===== src/rtl/samp_hit_serializer_if.sv =====
// Batch-in / hit-out stream bundle for samp_hit_serializer.
// The serializer takes the slave view; the upstream/downstream side takes the master view.
interface samp_hit_serializer_if #(
   parameter int SIGFIG = 24,
   parameter int COLORS = 3,
   parameter int SAMPS  = 8
);
   logic                         in_valid;
   logic                         in_ready;
   logic [SAMPS-1:0]             in_hit_mask;
   logic [SAMPS*2*SIGFIG-1:0]    in_samp_xy;
   logic [SAMPS*SIGFIG-1:0]      in_samp_z;
   logic [COLORS*SIGFIG-1:0]     in_color;
   logic                         out_valid;
   logic                         out_ready;
   logic [2*SIGFIG-1:0]          out_xy;
   logic [SIGFIG-1:0]            out_z;
   logic [COLORS*SIGFIG-1:0]     out_color;
   logic                         out_last;
   logic [31:0]                  hit_count;

   modport slave (
      input  in_valid, in_hit_mask, in_samp_xy, in_samp_z, in_color, out_ready,
      output in_ready, out_valid, out_xy, out_z, out_color, out_last, hit_count
   );

   modport master (
      output in_valid, in_hit_mask, in_samp_xy, in_samp_z, in_color, out_ready,
      input  in_ready, out_valid, out_xy, out_z, out_color, out_last, hit_count
   );
endinterface


===== src/rtl/samp_hit_serializer.sv =====
// Captures one batch of tested samples and emits the hit samples one per cycle,
// lowest sample index first, with a saturating count of accepted hits.
module samp_hit_serializer #(
   parameter int SIGFIG = 24,
   parameter int RADIX  = 10,
   parameter int COLORS = 3,
   parameter int SAMPS  = 8
) (
   input logic                   clk,
   input logic                   rst,
   samp_hit_serializer_if.slave  bus
);
   localparam int XYW = 2 * SIGFIG;
   localparam int CW  = COLORS * SIGFIG;

   if (RADIX > SIGFIG) begin : g_bad_radix
      $error("RADIX must not exceed SIGFIG");
   end
   if (SAMPS < 1 || SAMPS > 32) begin : g_bad_samps
      $error("SAMPS must be in 1..32");
   end

   logic [SAMPS-1:0]   pend_q;
   logic [XYW-1:0]     xy_q [SAMPS];
   logic [SIGFIG-1:0]  z_q  [SAMPS];
   logic [CW-1:0]      color_q;
   logic [31:0]        hit_cnt_q;

   logic [SAMPS-1:0]   sel_oh;
   logic [SAMPS-1:0]   pend_rest;
   logic [XYW-1:0]     xy_sel;
   logic [SIGFIG-1:0]  z_sel;
   logic               out_valid;
   logic               out_last;
   logic               pop;
   logic               load;

   // Two's-complement trick isolates the lowest pending slot as a one-hot.
   assign sel_oh    = pend_q & (~pend_q + SAMPS'(1));
   assign pend_rest = pend_q & ~sel_oh;
   assign out_valid = |pend_q;
   assign out_last  = out_valid && (pend_rest == '0);
   assign pop       = out_valid && bus.out_ready;
   assign load      = bus.in_valid && bus.in_ready;

   always_comb begin
      xy_sel = '0;
      z_sel  = '0;
      for (int i = 0; i < SAMPS; i++) begin
         if (sel_oh[i]) begin
            xy_sel = xy_sel | xy_q[i];
            z_sel  = z_sel | z_q[i];
         end
      end
   end

   always_ff @(posedge clk) begin
      if (rst) begin
         pend_q    <= '0;
         color_q   <= '0;
         hit_cnt_q <= '0;
         for (int i = 0; i < SAMPS; i++) begin
            xy_q[i] <= '0;
            z_q[i]  <= '0;
         end
      end else begin
         if (pop && (hit_cnt_q != 32'hFFFF_FFFF)) begin
            hit_cnt_q <= hit_cnt_q + 32'd1;
         end
         // A load on the last-hit pop cycle replaces pend outright.
         if (load) begin
            pend_q  <= bus.in_hit_mask;
            color_q <= bus.in_color;
            for (int i = 0; i < SAMPS; i++) begin
               xy_q[i] <= bus.in_samp_xy[i*XYW +: XYW];
               z_q[i]  <= bus.in_samp_z[i*SIGFIG +: SIGFIG];
            end
         end else if (pop) begin
            pend_q <= pend_rest;
         end
      end
   end

   assign bus.in_ready  = !rst && (!out_valid || (out_last && bus.out_ready));
   assign bus.out_valid = out_valid;
   assign bus.out_last  = out_last;
   assign bus.out_xy    = xy_sel;
   assign bus.out_z     = z_sel;
   assign bus.out_color = color_q;
   assign bus.hit_count = hit_cnt_q;
endmodule


===== src/flat_wrapper.sv =====
// flat-port wrapper written by rule: the top's interface ports become plain ports
module samp_hit_serializer_flat 
#(
   parameter int SIGFIG = 24,
   parameter int RADIX  = 10,
   parameter int COLORS = 3,
   parameter int SAMPS  = 8
)
  (clk, rst, bus_in_valid, bus_in_hit_mask, bus_in_samp_xy, bus_in_samp_z, bus_in_color, bus_out_ready, bus_in_ready, bus_out_valid, bus_out_xy, bus_out_z, bus_out_color, bus_out_last, bus_hit_count);
  samp_hit_serializer_if #(.SIGFIG(SIGFIG), .COLORS(COLORS), .SAMPS(SAMPS)) bus_i ();
  input logic clk;
  input logic rst;
  input wire logic [$bits(bus_i.in_valid)-1:0] bus_in_valid;
  input wire logic [$bits(bus_i.in_hit_mask)-1:0] bus_in_hit_mask;
  input wire logic [$bits(bus_i.in_samp_xy)-1:0] bus_in_samp_xy;
  input wire logic [$bits(bus_i.in_samp_z)-1:0] bus_in_samp_z;
  input wire logic [$bits(bus_i.in_color)-1:0] bus_in_color;
  input wire logic [$bits(bus_i.out_ready)-1:0] bus_out_ready;
  output wire logic [$bits(bus_i.in_ready)-1:0] bus_in_ready;
  output wire logic [$bits(bus_i.out_valid)-1:0] bus_out_valid;
  output wire logic [$bits(bus_i.out_xy)-1:0] bus_out_xy;
  output wire logic [$bits(bus_i.out_z)-1:0] bus_out_z;
  output wire logic [$bits(bus_i.out_color)-1:0] bus_out_color;
  output wire logic [$bits(bus_i.out_last)-1:0] bus_out_last;
  output wire logic [$bits(bus_i.hit_count)-1:0] bus_hit_count;
  assign bus_i.in_valid = bus_in_valid;
  assign bus_i.in_hit_mask = bus_in_hit_mask;
  assign bus_i.in_samp_xy = bus_in_samp_xy;
  assign bus_i.in_samp_z = bus_in_samp_z;
  assign bus_i.in_color = bus_in_color;
  assign bus_i.out_ready = bus_out_ready;
  assign bus_in_ready = bus_i.in_ready;
  assign bus_out_valid = bus_i.out_valid;
  assign bus_out_xy = bus_i.out_xy;
  assign bus_out_z = bus_i.out_z;
  assign bus_out_color = bus_i.out_color;
  assign bus_out_last = bus_i.out_last;
  assign bus_hit_count = bus_i.hit_count;
  samp_hit_serializer #(.SIGFIG(SIGFIG), .RADIX(RADIX), .COLORS(COLORS), .SAMPS(SAMPS)) u_core (.clk(clk), .rst(rst), .bus(bus_i));
endmodule

===== config.mk =====
export PLATFORM = sky130hd
export DESIGN_NAME = samp_hit_serializer_flat
export DESIGN_NICKNAME = d
export VERILOG_FILES = /design/src/rtl/samp_hit_serializer_if.sv /design/src/rtl/samp_hit_serializer.sv /design/src/flat_wrapper.sv
export SDC_FILE = /design/constraint.sdc
export NUM_CORES = 1
export LEC_CHECK = 0
export ABC_AREA = 1
export BUFFER_PORTS_ARGS = -buffer_cell sky130_fd_sc_hd__buf_2
export CORE_AREA = 2 2 328 330
export CTS_BUF_LIST = sky130_fd_sc_hd__clkbuf_4
export DETAILED_ROUTE_END_ITERATION = 7
export DIE_AREA = 0 0 330 332
export SYNTH_ARGS = -nofsm -noshare
export SYNTH_HDL_FRONTEND = slang
export SYNTH_SLANG_ARGS = --single-unit

===== constraint.sdc =====
create_clock -name clk -period 24.5 [get_ports clk]
set_input_delay 0 -clock clk [delete_from_list [all_inputs] [get_ports clk]]
set_output_delay 0 -clock clk [all_outputs]
set_load 0.05 [all_outputs]

==> results of run 1 <==
-- through the flow --
stage | cells | utilization, % | setup slack, ps | instance area [µm²] | hold WS (ps)
2_1_floorplan | 3321 | - | 9350 | 31300 | 138
3_3_place_gp | 5392 | 34.3 | 18300 | 36500 | 221
3_5_place_dp | 5392 | 34.3 | 18270 | 36500 | 227
-- logic make-up after synthesis --
family | after synthesis | share of synthesized area (%)
flops | 688 | 62.3
simple gates | 1532 | 21.2
compound gates | 187 | 3.86
fa+ha+maj | 1 | 0.0399
buf+inv | 890 | 12.0
xor+xnor | 23 | 0.643
==> results.md, run 1 <==
- Status: stopped before the end
- Failing step: clock tree synthesis
- Log Error: [ERROR RSZ-0060] Max buffer count reached.
- Gpl congestion: between 0.8 and 0.9
- Cell Area, Synth: 31,300 µm²
- Mapped Avg Cell Area: approximately 9.4 µm²
- Rows: 120
- EDFF count, synth: around 580
- Cells after Synth: 3,321
- Post-DP HPWL: about 81,000 µm
- Post-synthesis sequential element count: between 600 and 700
- Synth cell count leaders: 686 x inv_1, 614 x nor2_1, 576 x edfxtp_1, 412 x nand2_1, 315 x nand3_1
- H-tree levels: 4
- Yosys top cell by area: edfxtp_1
- Initial cell density of the core: 29.5%
- Max Buffers Root-to-Sink: 3
- Top-area cell type share of the netlist area: between 50% and 60%
- Setup bufs post-CTS: 0
- Cts hold-fix bufs: roughly 1.1k
- Post-synthesis sequential area ratio: between 60 and 70%
- Sink Count: between 600 and 700
- Height of the die: roughly 330 µm
- Post-CTS sizing: 0
- Ys Warns: 0
- Syn nets: approximately 4.0k
- Synth async-reset ratio: 0%
- Clk root buf: clkbuf_4
- Inserted Clock Buffers: approximately 180
- Count of cell types in the netlist: 29
- Top-Level Pins: about 840
- Most common cell in the netlist: inv_1
- Synth area leaders: edfxtp_1 55%, inv_1 8.2%, nor2_1 7.4%, dfxtp_1 7.2%, nand3_1 5.0%
- Commonest register cell after synthesis: edfxtp_1
- Buffers added on ports: 838
- Die Width: about 330 µm
==> run 2: changes to the inputs <==
Settings changed: CORE_AREA 2 2 328 330 to default, CORE_MARGIN from default to 2, CORE_UTILIZATION from default to 30, CTS_BUF_LIST sky130_fd_sc_hd__clkbuf_4 to default, DIE_AREA 0 0 330 332 to default, PLACE_DENSITY_LB_ADDON from default to 0.15.
==> run 2 against run 1 <==
Against the previous run:
- the run now ends clean
- area after synthesis did not move
- synthesized cell count did not move
==> results.md, run 2 <==
- Largest net degree at the start of global routing: 186
- DR WL/cell: roughly 20 µm
- Yosys top cell by area: edfxtp_1
- Element type at the critical path end: register
- Max-cap violations: 0
- Peak supply drop: around 120 µV
- Antenna Nets Post-Route: 0
- Period utilization: around 29%
- Hold Path Depth: 4
- First-pass GRT wire length: 183,000 µm
- Rows: 118 (-1.7%)
- Mapped Avg Cell Area: 9.44 µm² (unchanged)
- Req. time, crit path: 24,750 ps
- Critical Path Most Common Cell: buf_4
- Post-route cell area: between 40,000 and 50,000 µm²
- Routed WL: about 130,000 µm
- Synth area leaders: edfxtp_1 55%, inv_1 8.2%, nor2_1 7.4%, dfxtp_1 7.2%, nand3_1 5.0%
- Cells after Synth: 3,321 (unchanged)
- Top-area cell type share of the netlist area: 55.2% (unchanged)
- Max reg flops: 384
- Final TNS setup: 0 ps
- Sw Ratio: ~46%
- Pin slew with the least headroom to its limit: ~1200 ps
- H-tree levels: 3 (-1)
- Cell Area, Synth: 31,300 µm² (unchanged)
- Gr usage total: between 20% and 30%
- Buffers added on ports: 838 (unchanged)
- Worst min path class: primary input to register
- Total leakage power: 21.5 nW
- Grt ovf: 0
- Clk root buf: clkbuf_16
- CP Cell Sequence: nor2_8, buf_4, nand2_1, nand2_1, nand3_1, nor2_1, nand3_1, nand2_2, nand3_4, nand2_4, buf_4, buf_12, buf_4
- Setup violators final: 0
- CP startpoint: u_core.pend_q[0]
- Post-synthesis sequential element count: 688 (unchanged)
- EDFF count, synth: 576 (unchanged)
- Count of cell types in the netlist: 29 (unchanged)
- Critical hold path startpoint: bus_in_valid
- Initial cell density of the core: 30.2% (+0.76 points)
- Drt via density: ~4.7
- Initial antenna violation count: 19
- Comb power frac: ~43%
- Via count: roughly 29k
- Leading cell types in the layout, fill and taps excluded: 837 x buf_2, 704 x dlygate4sd3_1, 685 x inv_1
- Status: completed
- Crit-path max cell delay: between 900 and 1000 ps
- Synth-to-Final Area Change: 46.9%
- Setup bufs post-CTS: 0 (unchanged)
- Clock share of power: 21.5%
- Syn nets: 3,982 (unchanged)
- Ys Warns: 0 (unchanged)
- Top-Level Pins: 839 (unchanged)
- Crit path kind: register to register
- Die Width: 327 µm (-0.83%)
- Critical-path maximum fanout: approximately 170
- Dpl ws: 17,350 ps (-924 ps)
- Most common cell after layout, fill and taps aside: buf_2
- Drt drc: 0
- WP data arrival: around 7300 ps
- Sequential share of power: about a third
- Fin util: 44.4%
- R2R depth: 13
- Clk_skew: between 20 and 25 ps
- Hold Fails Final Rpt: 0
- Area of the multi-input gates: between 8000 and 9000 µm²
- Vias in the first global route: about 30k
- Commonest register cell after synthesis: edfxtp_1
- Slowest-stage cell, CP: buf_4
- Pint: between 2 and 3 mW
- Synth cell count leaders: 686 x inv_1, 614 x nor2_1, 576 x edfxtp_1, 412 x nand2_1, 315 x nand3_1
- CTS tree: yes
- RSZ-0062 raised after global routing: false
- Reg2Reg Launch Point: u_core.pend_q[0]
- Max Slew Vio Count: 0
- Post-synthesis sequential area ratio: 62.3% (unchanged)
- Post-DP HPWL: 82,400 µm (+1.1%)
- Area after DPL: 36,400 µm² (about the same)
- Core ar.: between 100,000 and 150,000 µm²
- Max Buffers Root-to-Sink: 3 (unchanged)
- Gpl congestion: 0.880 (-2.0%)
- Inserted Clock Buffers: 81 (-56%)
- Sink Count: 688 (unchanged)
- Height of the die: 327 µm (-1.4%)
- Reg clk slew, reported paths: around 60 ps
- Slew margin rel.: between 10% and 20%
- NumNets Final: about 5.4k
- Final Critical Period: 7030 ps
- Switching power: around 2.5 mW
- Register area: ~20,000 µm²
- Pwr dens: between 100 and 150 nW/µm²
- Overall die area: roughly 110,000 µm²
- Worst Setup Slack, final: 17,470 ps
- DR pass1 iterations: 5
- Synth async-reset ratio: 0% (unchanged)
- Worst Setup Start Kind: register
- Detailed Route Iter0 Violations: roughly 2.3k
- Achievable Freq: between 100 and 150 MHz
- Filler Cells Inserted: 10.2k
- Reg with most FFs: u_core.xy_q
- Most common cell in the netlist: inv_1
- Clock Latency Late Sink: about 660 ps
- Share of cells above drive strength 1: approximately 21%
## run 2: cell counts after synthesis
Identical to the previous run, type by type.
## run 2: kinds of logic after synthesis
family | count (synthesis) | synth area share [%]
flip-flops | 688 | 62.3
adder cells (fa/ha/maj) | 1 | 0.0399
AO/OA/AOI/OAI | 187 | 3.86
XOR/XNOR | 23 | 0.643
buffers and inverters | 890 | 12.0
AND/OR/NAND/NOR | 1532 | 21.2
## run 2: final timing paths
check,end,slack [ps]
max,u_core.xy_q[0][90],17470
min,u_core.pend_q[5],80
max reg2reg,u_core.xy_q[0][90],17470
min reg2reg,u_core.bus.out_color[53],460
## run 2: what timing repair did
action                    4_1_cts  5_1_grt
hold buffers                  704        0
hold endpoints to repair      656        0
resized for setup               0        0
## run 2: per-layer routing
layer	routed length (µm)	GRT usage [%]	vias to the layer above	part of all wire, %
li1	-	-	13700	-
met1	52500	28.6	13900	42
met2	59800	37.4	1143	47
met3	7930	4.54	303	6.3
met4	6160	11.8	8	4.9
met5	42	0	-	0.033
## run 2: metrics by stage
stage          total power, mW  hold WS [ps]  std cells
6_report                  5.52          75.8       6233
5_1_grt                   5.78           109       6231
4_1_cts                   5.56          14.8       6221
3_5_place_dp              4.26           227       5370
3_3_place_gp              4.25           222       5370
2_1_floorplan             3.65           138       3321
## run 2: final cells by class
type,count,area share [%]
Inverter,689,5.62
Tap cell,1380,3.75
Multi-Input combinational cell,1743,17.6
Clock buffer,108,4.83
Antenna cell,12,0.0652
Timing Repair Buffer,1574,25.0
Sequential cell,688,42.5
Clock inverter,39,0.687
## run 2: critical path: cells and delay by family, from the launching register on
kind,cells,cell delay (ps)
buffers and inverters,4,3150
AND/OR/NAND/NOR,9,2590
flip-flops,1,500
## run 2: power by group through the flow
stage	Combinational (mW)	Sequential, mW	Clock (mW)
6_report	2.39	1.94	1.19
5_1_grt	2.54	1.98	1.26
4_1_cts	2.41	1.94	1.21
3_5_place_dp	2.30	1.96	0
3_3_place_gp	2.30	1.96	0
2_1_floorplan	1.41	2.24	0
No activity file was read; power rests on OpenSTA's default activity.
==> run 3: changes to the inputs <==
Clock period 24.5 ns to 6.28 ns, I/O delays scaled along.
==> run 3 against run 2 <==
Against the previous run:
- critical path depth fell by 3
- non-clock buffer count up 31
- sequential power rose to 3.9 times the previous value
- highest routed layer unchanged
- combinational power rose to 3.9 times the previous value
- global-route usage down 0.28 points
==> results.md, run 3 (synthesized netlist as in run 2, its figures left out) <==
- Via count: 28.8k (-0.98%)
- Rows: 118 (unchanged)
- Critical-path maximum fanout: 82 (-51%)
- Drt via density: 4.59 (-1.5%)
- DR pass1 iterations: 5 (unchanged)
- Placed cells: 5,371 (+0.019%)
- Achievable Freq: 215 MHz (+51%)
- Filler Cells Inserted: 10.1k (-0.13%)
- Post-DP HPWL: 82,400 µm (about the same)
- Pin slew with the least headroom to its limit: 1100 ps (-120 ps)
- Routed WL: 124,000 µm (-1.5%)
- Final TNS setup: 0 ps (unchanged)
- Synth-to-Final Area Change: 48.1%
- Sink Count: 688 (unchanged)
- Max Buffers Root-to-Sink: 3 (unchanged)
- Pint: 11.7 mW (+290%)
- Max Slew Vio Count: 0 (unchanged)
- CP startpoint: u_core.pend_q[0]
- Grt ovf: 0 (unchanged)
- Overall die area: 107,000 µm² (unchanged)
- Most common cell after layout, fill and taps aside: buf_2
- Period utilization: 73.9% (+45 points)
- Inserted Clock Buffers: 82 (+1.2%)
- Crit path kind: register to register
- Req. time, crit path: 6540 ps (-18,210 ps)
- Area after DPL: 36,500 µm² (+0.22%)
- Antenna Nets Post-Route: 0 (unchanged)
- Largest net degree at the start of global routing: 168 (-9.7%)
- Clk root buf: clkbuf_16
- Top-Level Pins: 839 (unchanged)
- Clock share of power: 21.3% (-0.2 points)
- Critical hold path startpoint: bus_in_color[42]
- WP data arrival: 4900 ps (-2380 ps)
- Worst min path class: primary input to register
- Non-Filler Instances: 6,265 (+0.51%)
- Share of cells above drive strength 1: 20.7% (about the same)
- Height of the die: 327 µm (unchanged)
- Pwr Total: 21.5 mW (+290%)
- Peak supply drop: 422 µV (+250%)
- Initial antenna violation count: 17 (-2)
- Sw Ratio: 45.9% (about the same)
- Detailed Route Iter0 Violations: 1,974 (-15%)
- Gr usage total: 22.6% (-0.28 points)
- Final Critical Period: 4640 ps (-2390 ps)
- Setup violators final: 0 (unchanged)
- Reg with most FFs: u_core.xy_q
- Pwr dens: 464 nW/µm² (+290%)
- Status: completed
- Drt drc: 0 (unchanged)
- NumNets Final: 5,470 (+0.59%)
- Comb power frac: 43.8% (+0.5 points)
- Sequential share of power: 34.9% (-0.3 points)
- Gpl congestion: 0.890 (+1.2%)
- Setup slack, reg-to-reg: 1640 ps (-15,830 ps)
- Vias in the first global route: 29.7k (+0.25%)
- Clk_skew: 21.5 ps (+0.0733 ps)
- Hold Fails Final Rpt: 0 (unchanged)
- Post-CTS sizing: 0 (unchanged)
- Reg clk slew, reported paths: 60 ps (about the same)
- Reg2Reg Launch Point: u_core.pend_q[0]
- CTS tree: yes
- Leading cell types in the layout, fill and taps excluded: 837 x buf_2, 734 x dlygate4sd3_1, 685 x inv_1
- Die Width: 327 µm (unchanged)
- Worst Setup Start Kind: register
- RSZ-0062 raised after global routing: false
- Max reg flops: 384 (unchanged)
- Clock Latency Late Sink: 640 ps (-20 ps)
- First-pass GRT wire length: 182,000 µm (-0.64%)
- Switching power: 9.88 mW (+290%)
- Max-cap violations: 0 (unchanged)
- Initial cell density of the core: 30.2% (unchanged)
- Post-route cell area: 46,400 µm² (+0.83%)
- Slew margin rel.: 26.6% (+8.0 points)
- Core ar.: 104,000 µm² (unchanged)
- Total leakage power: 21.7 nW (+1.0%)
- Element type at the critical path end: register
- Buffers added on ports: 838 (unchanged)
- DR WL/cell: 19.9 µm (-2.0%)
- H-tree levels: 3 (unchanged)
==> run 3: routing by layer <==
layer	track usage [%]	up-vias	routed length, µm
met5	0	-	61
met4	8.58	10	4400
met3	4.03	242	6740
met2	37.9	991	60200
met1	28.9	13700	53100
li1	-	13800	-
==> run 3: power by group through the flow <==
| stage | logic, mW | clock network, mW | registers, mW |
|---|---|---|---|
| after floorplan | 5.50 | 0 | 8.29 |
| after global placement | 9.09 | 0 | 7.57 |
| after detailed placement | 9.10 | 0 | 7.59 |
| after CTS | 9.56 | 4.69 | 7.51 |
| after global routing | 10.1 | 4.87 | 7.66 |
| final | 9.44 | 4.59 | 7.51 |
==> run 3: final timing paths <==
kind                              end  cells past startpoint
max               u_core.xy_q[0][119]                     10
min          u_core.bus.out_color[42]                      4
max reg2reg       u_core.xy_q[0][119]                     10
min reg2reg  u_core.bus.out_color[44]                      2
==> run 3: area by class of cell <==
class                   count  area [µm²]  share of cell area [%]
diodes                     15        37.5                  0.0808
clock buffers             108        2290                    4.92
clock inverters            37         249                   0.536
inverters                 689        2590                    5.57
multi-input cells        1743        8120                    17.5
flip-flops and latches    688       19600                    42.1
well taps                1380        1730                    3.72
repair buffers           1605       11900                    25.6
==> run 3: what timing repair did <==
item / 4_1_cts / 5_1_grt
hold buffers: 734 / 0
buffers inserted: 0 / 0
hold endpoints to repair: 656 / 0
==> run 3: worst max-delay path: stages (launching register included) <==
cell	delay, ps
dfxtp_4	500
nor2_8	490
nand2_1	260
nand2_1	130
nand3_1	100
nor2_1	90
nand3_1	140
nand2_2	200
nand3_4	590
nand2_8	820
buf_4	850
==> run 3: metrics by stage <==
stage / util, % / hold WS, ps / setup WS [ps]
5_1_grt: 44.8 / 85.5 / 1220
6_report: 44.8 / 116 / 1640
3_5_place_dp: 35.2 / 227 / 1550
4_1_cts: 44.8 / 51.1 / 1500
2_1_floorplan: - / 138 / 40.4
3_3_place_gp: 35.2 / 222 / 1490
==> run 4: changes to the inputs <==
Clock period 6.28 ns to 3.9 ns, I/O delays scaled along.
==> run 4 against run 3 <==
Against the previous run:
- first-iteration DRC count shrank 7.2%
- worst hold slack worse by 65 ps
- utilization rose by 0.46 points
- non-clock buffer count rose by 31
- total power increased by 64%
- die area did not move
- clock power is 66% higher
- design area up 1.0%
- cell count grew 0.43%
- via count up 1.0%
- largest power group unchanged
==> results.md, run 4 (synthesized netlist as in run 2, its figures left out) <==
- Via count: 29.0k (+1.0%)
- Gpl congestion: 0.880 (-1.2%)
- Total leakage power: 21.9 nW (+0.99%)
- Hold Fails Final Rpt: 0 (unchanged)
- Switching power: 15.9 mW (+61%)
- Final TNS setup: 0 ps (unchanged)
- Worst min path class: primary input to register
- CTS tree: yes
- Height of the die: 327 µm (unchanged)
- Final Critical Period: roughly 3500 ps
- Pwr Total: 35.3 mW (+64%)
- Antenna Nets Post-Route: 0 (unchanged)
- Register area: 19,600 µm² (unchanged)
- Buffers added on ports: 838 (unchanged)
- Worst setup path endpoint: bus_out_xy[11]
- Reg clk slew, reported paths: 60 ps (about the same)
- RSZ-0062 raised after global routing: false
- Fin util: 45.3% (+0.46 points)
- Detailed Route Iter0 Violations: 1,832 (-7.2%)
- R2R depth: 15 (+5)
- First-pass GRT wire length: 184,000 µm (+0.78%)
- DR WL/cell: 20.0 µm (+0.80%)
- Post-DP HPWL: 83,600 µm (+1.4%)
- Gr usage total: 22.8% (+0.21 points)
- Vias in the first global route: 30.0k (+1.1%)
- Max reg flops: 384 (unchanged)
- Drt drc: 0 (unchanged)
- Sink Count: 688 (unchanged)
- Grt ovf: 0 (unchanged)
- WP data arrival: 3530 ps (-1370 ps)
- CP startpoint: u_core.pend_q[3]
- Setup slack, reg-to-reg: 400 ps (-1240 ps)
- Element type at the critical path end: output port
- Core ar.: 104,000 µm² (unchanged)
- DR pass1 iterations: 7 (+2)
- Slew margin rel.: 28.3% (+1.7 points)
- Routed WL: 126,000 µm (+1.2%)
- Clock Latency Late Sink: 670 ps (+30 ps)
- Post-route cell area: 46,900 µm² (+1.0%)
- Worst Setup Start Kind: register
- Max Slew Vio Count: 0 (unchanged)
- R2r endpoint: u_core.pend_q[7]
- Max-cap violations: 0 (unchanged)
- Comb power frac: 44.7% (+0.9 points)
- Period utilization: 90.6%
- Synth-to-Final Area Change: 49.7%
- Reg with most FFs: u_core.xy_q
- Rows: 118 (unchanged)
- Most common cell after layout, fill and taps aside: buf_2
- Initial cell density of the core: 30.2% (unchanged)
- Final hold slack: 51.5 ps (-64.9 ps)
- Post-CTS sizing: 0 (unchanged)
- NumNets Final: 5,501 (+0.57%)
- Largest net degree at the start of global routing: 141 (-16%)
- Top-Level Pins: 839 (unchanged)
- Pwr dens: 752 nW/µm² (+62%)
- Setup bufs post-CTS: 0 (unchanged)
- Cts hold-fix bufs: 730 (-0.54%)
- Sw Ratio: 45.2% (-0.72 points)
- Drt via density: 4.62 (+0.58%)
- Peak supply drop: 698 µV (+66%)
- Crit path kind: register to output port
- Clock share of power: 21.6% (+0.3 points)
- Max Buffers Root-to-Sink: 3 (unchanged)
- Inserted Clock Buffers: 82 (unchanged)
- Req. time, crit path: 3900 ps (-2640 ps)
- Setup violators final: 0 (unchanged)
- Status: completed
- Share of cells above drive strength 1: 21.2% (+0.55 points)
- H-tree levels: 3 (unchanged)
- Leading cell types in the layout, fill and taps excluded: 834 x buf_2, 730 x dlygate4sd3_1, 685 x inv_1
- Critical-path maximum fanout: 42 (-49%)
- Die Width: 327 µm (unchanged)
- Initial antenna violation count: 7 (-10)
- Area of the multi-input gates: 8140 µm² (+0.32%)
- Overall die area: 107,000 µm² (unchanged)
- Reg2Reg Launch Point: u_core.pend_q[3]
- Achievable Freq: around 280 MHz
- Clk_skew: 30.6 ps (+9.15 ps)
- Clk root buf: clkbuf_16
- Sequential share of power: 33.7% (-1.2 points)
- Pin slew with the least headroom to its limit: 1080 ps (-25.3 ps)
- Area after DPL: 37,000 µm² (+1.3%)
- Filler Cells Inserted: 9,973 (-1.6%)
- Pint: 19.3 mW (+66%)
-- run 4: critical path, cell delays in order, from the launching register on --
cell and delay (ps):
dfxtp_4 340, buf_4 270, nor2_1 170, nand2_1 90, nor2_4 120, buf_4 410
buf_4 660, nand3_1 140, o2111ai_1 270, buf_2 360
-- run 4: worst min path at each step --
stage | from | end | slack (ps) | cells after the start
2_1_floorplan | bus_in_color[0] | u_core.bus.out_color[0] | 140 | 2
3_3_place_gp | bus_in_color[57] | u_core.bus.out_color[57] | 220 | 3
3_5_place_dp | bus_in_color[53] | u_core.bus.out_color[53] | 230 | 3
4_1_cts | bus_in_valid | u_core.bus.out_color[40] | 0.2 | 4
5_1_grt | bus_in_valid | u_core.bus.out_color[30] | 50 | 4
6_report | bus_in_valid | u_core.bus.out_color[51] | 50 | 4
-- run 4: metrics by stage --
stage	setup slack (ps)	std cells
2_1_floorplan	-365	3321
4_1_cts	240	6285
5_1_grt	148	6292
6_report	366	6292
3_3_place_gp	871	5406
3_5_place_dp	825	5406
-- run 4: power by group through the flow --
stage	Combinational (mW)	Clock, mW	Sequential (mW)
after CTS	15.9	7.79	11.9
after global routing	16.8	8.07	12.1
final	15.8	7.63	11.9
after floorplan	8.94	0	13.2
after global placement	15.1	0	12.0
after detailed placement	15.2	0	12.0
-- run 4: layout make-up --
| type | count | area share (%) |
|---|---|---|
| multi-input cells | 1743 | 17.4 |
| clock inverters | 42 | 0.877 |
| well taps | 1380 | 3.68 |
| repair buffers | 1636 | 26.2 |
| clock buffers | 107 | 4.69 |
| inverters | 689 | 5.52 |
| flip-flops and latches | 688 | 41.7 |
| diodes | 7 | 0.0373 |
-- run 4: layer usage --
layer | vias to the layer above | wire length, µm | track usage [%]
met1 | 13900 | 53700 | 29.4
met2 | 1067 | 60600 | 37.8
met5 | - | 0 | 0
met4 | 0 | 5360 | 10.7
li1 | 13800 | - | -
met3 | 256 | 6380 | 3.19
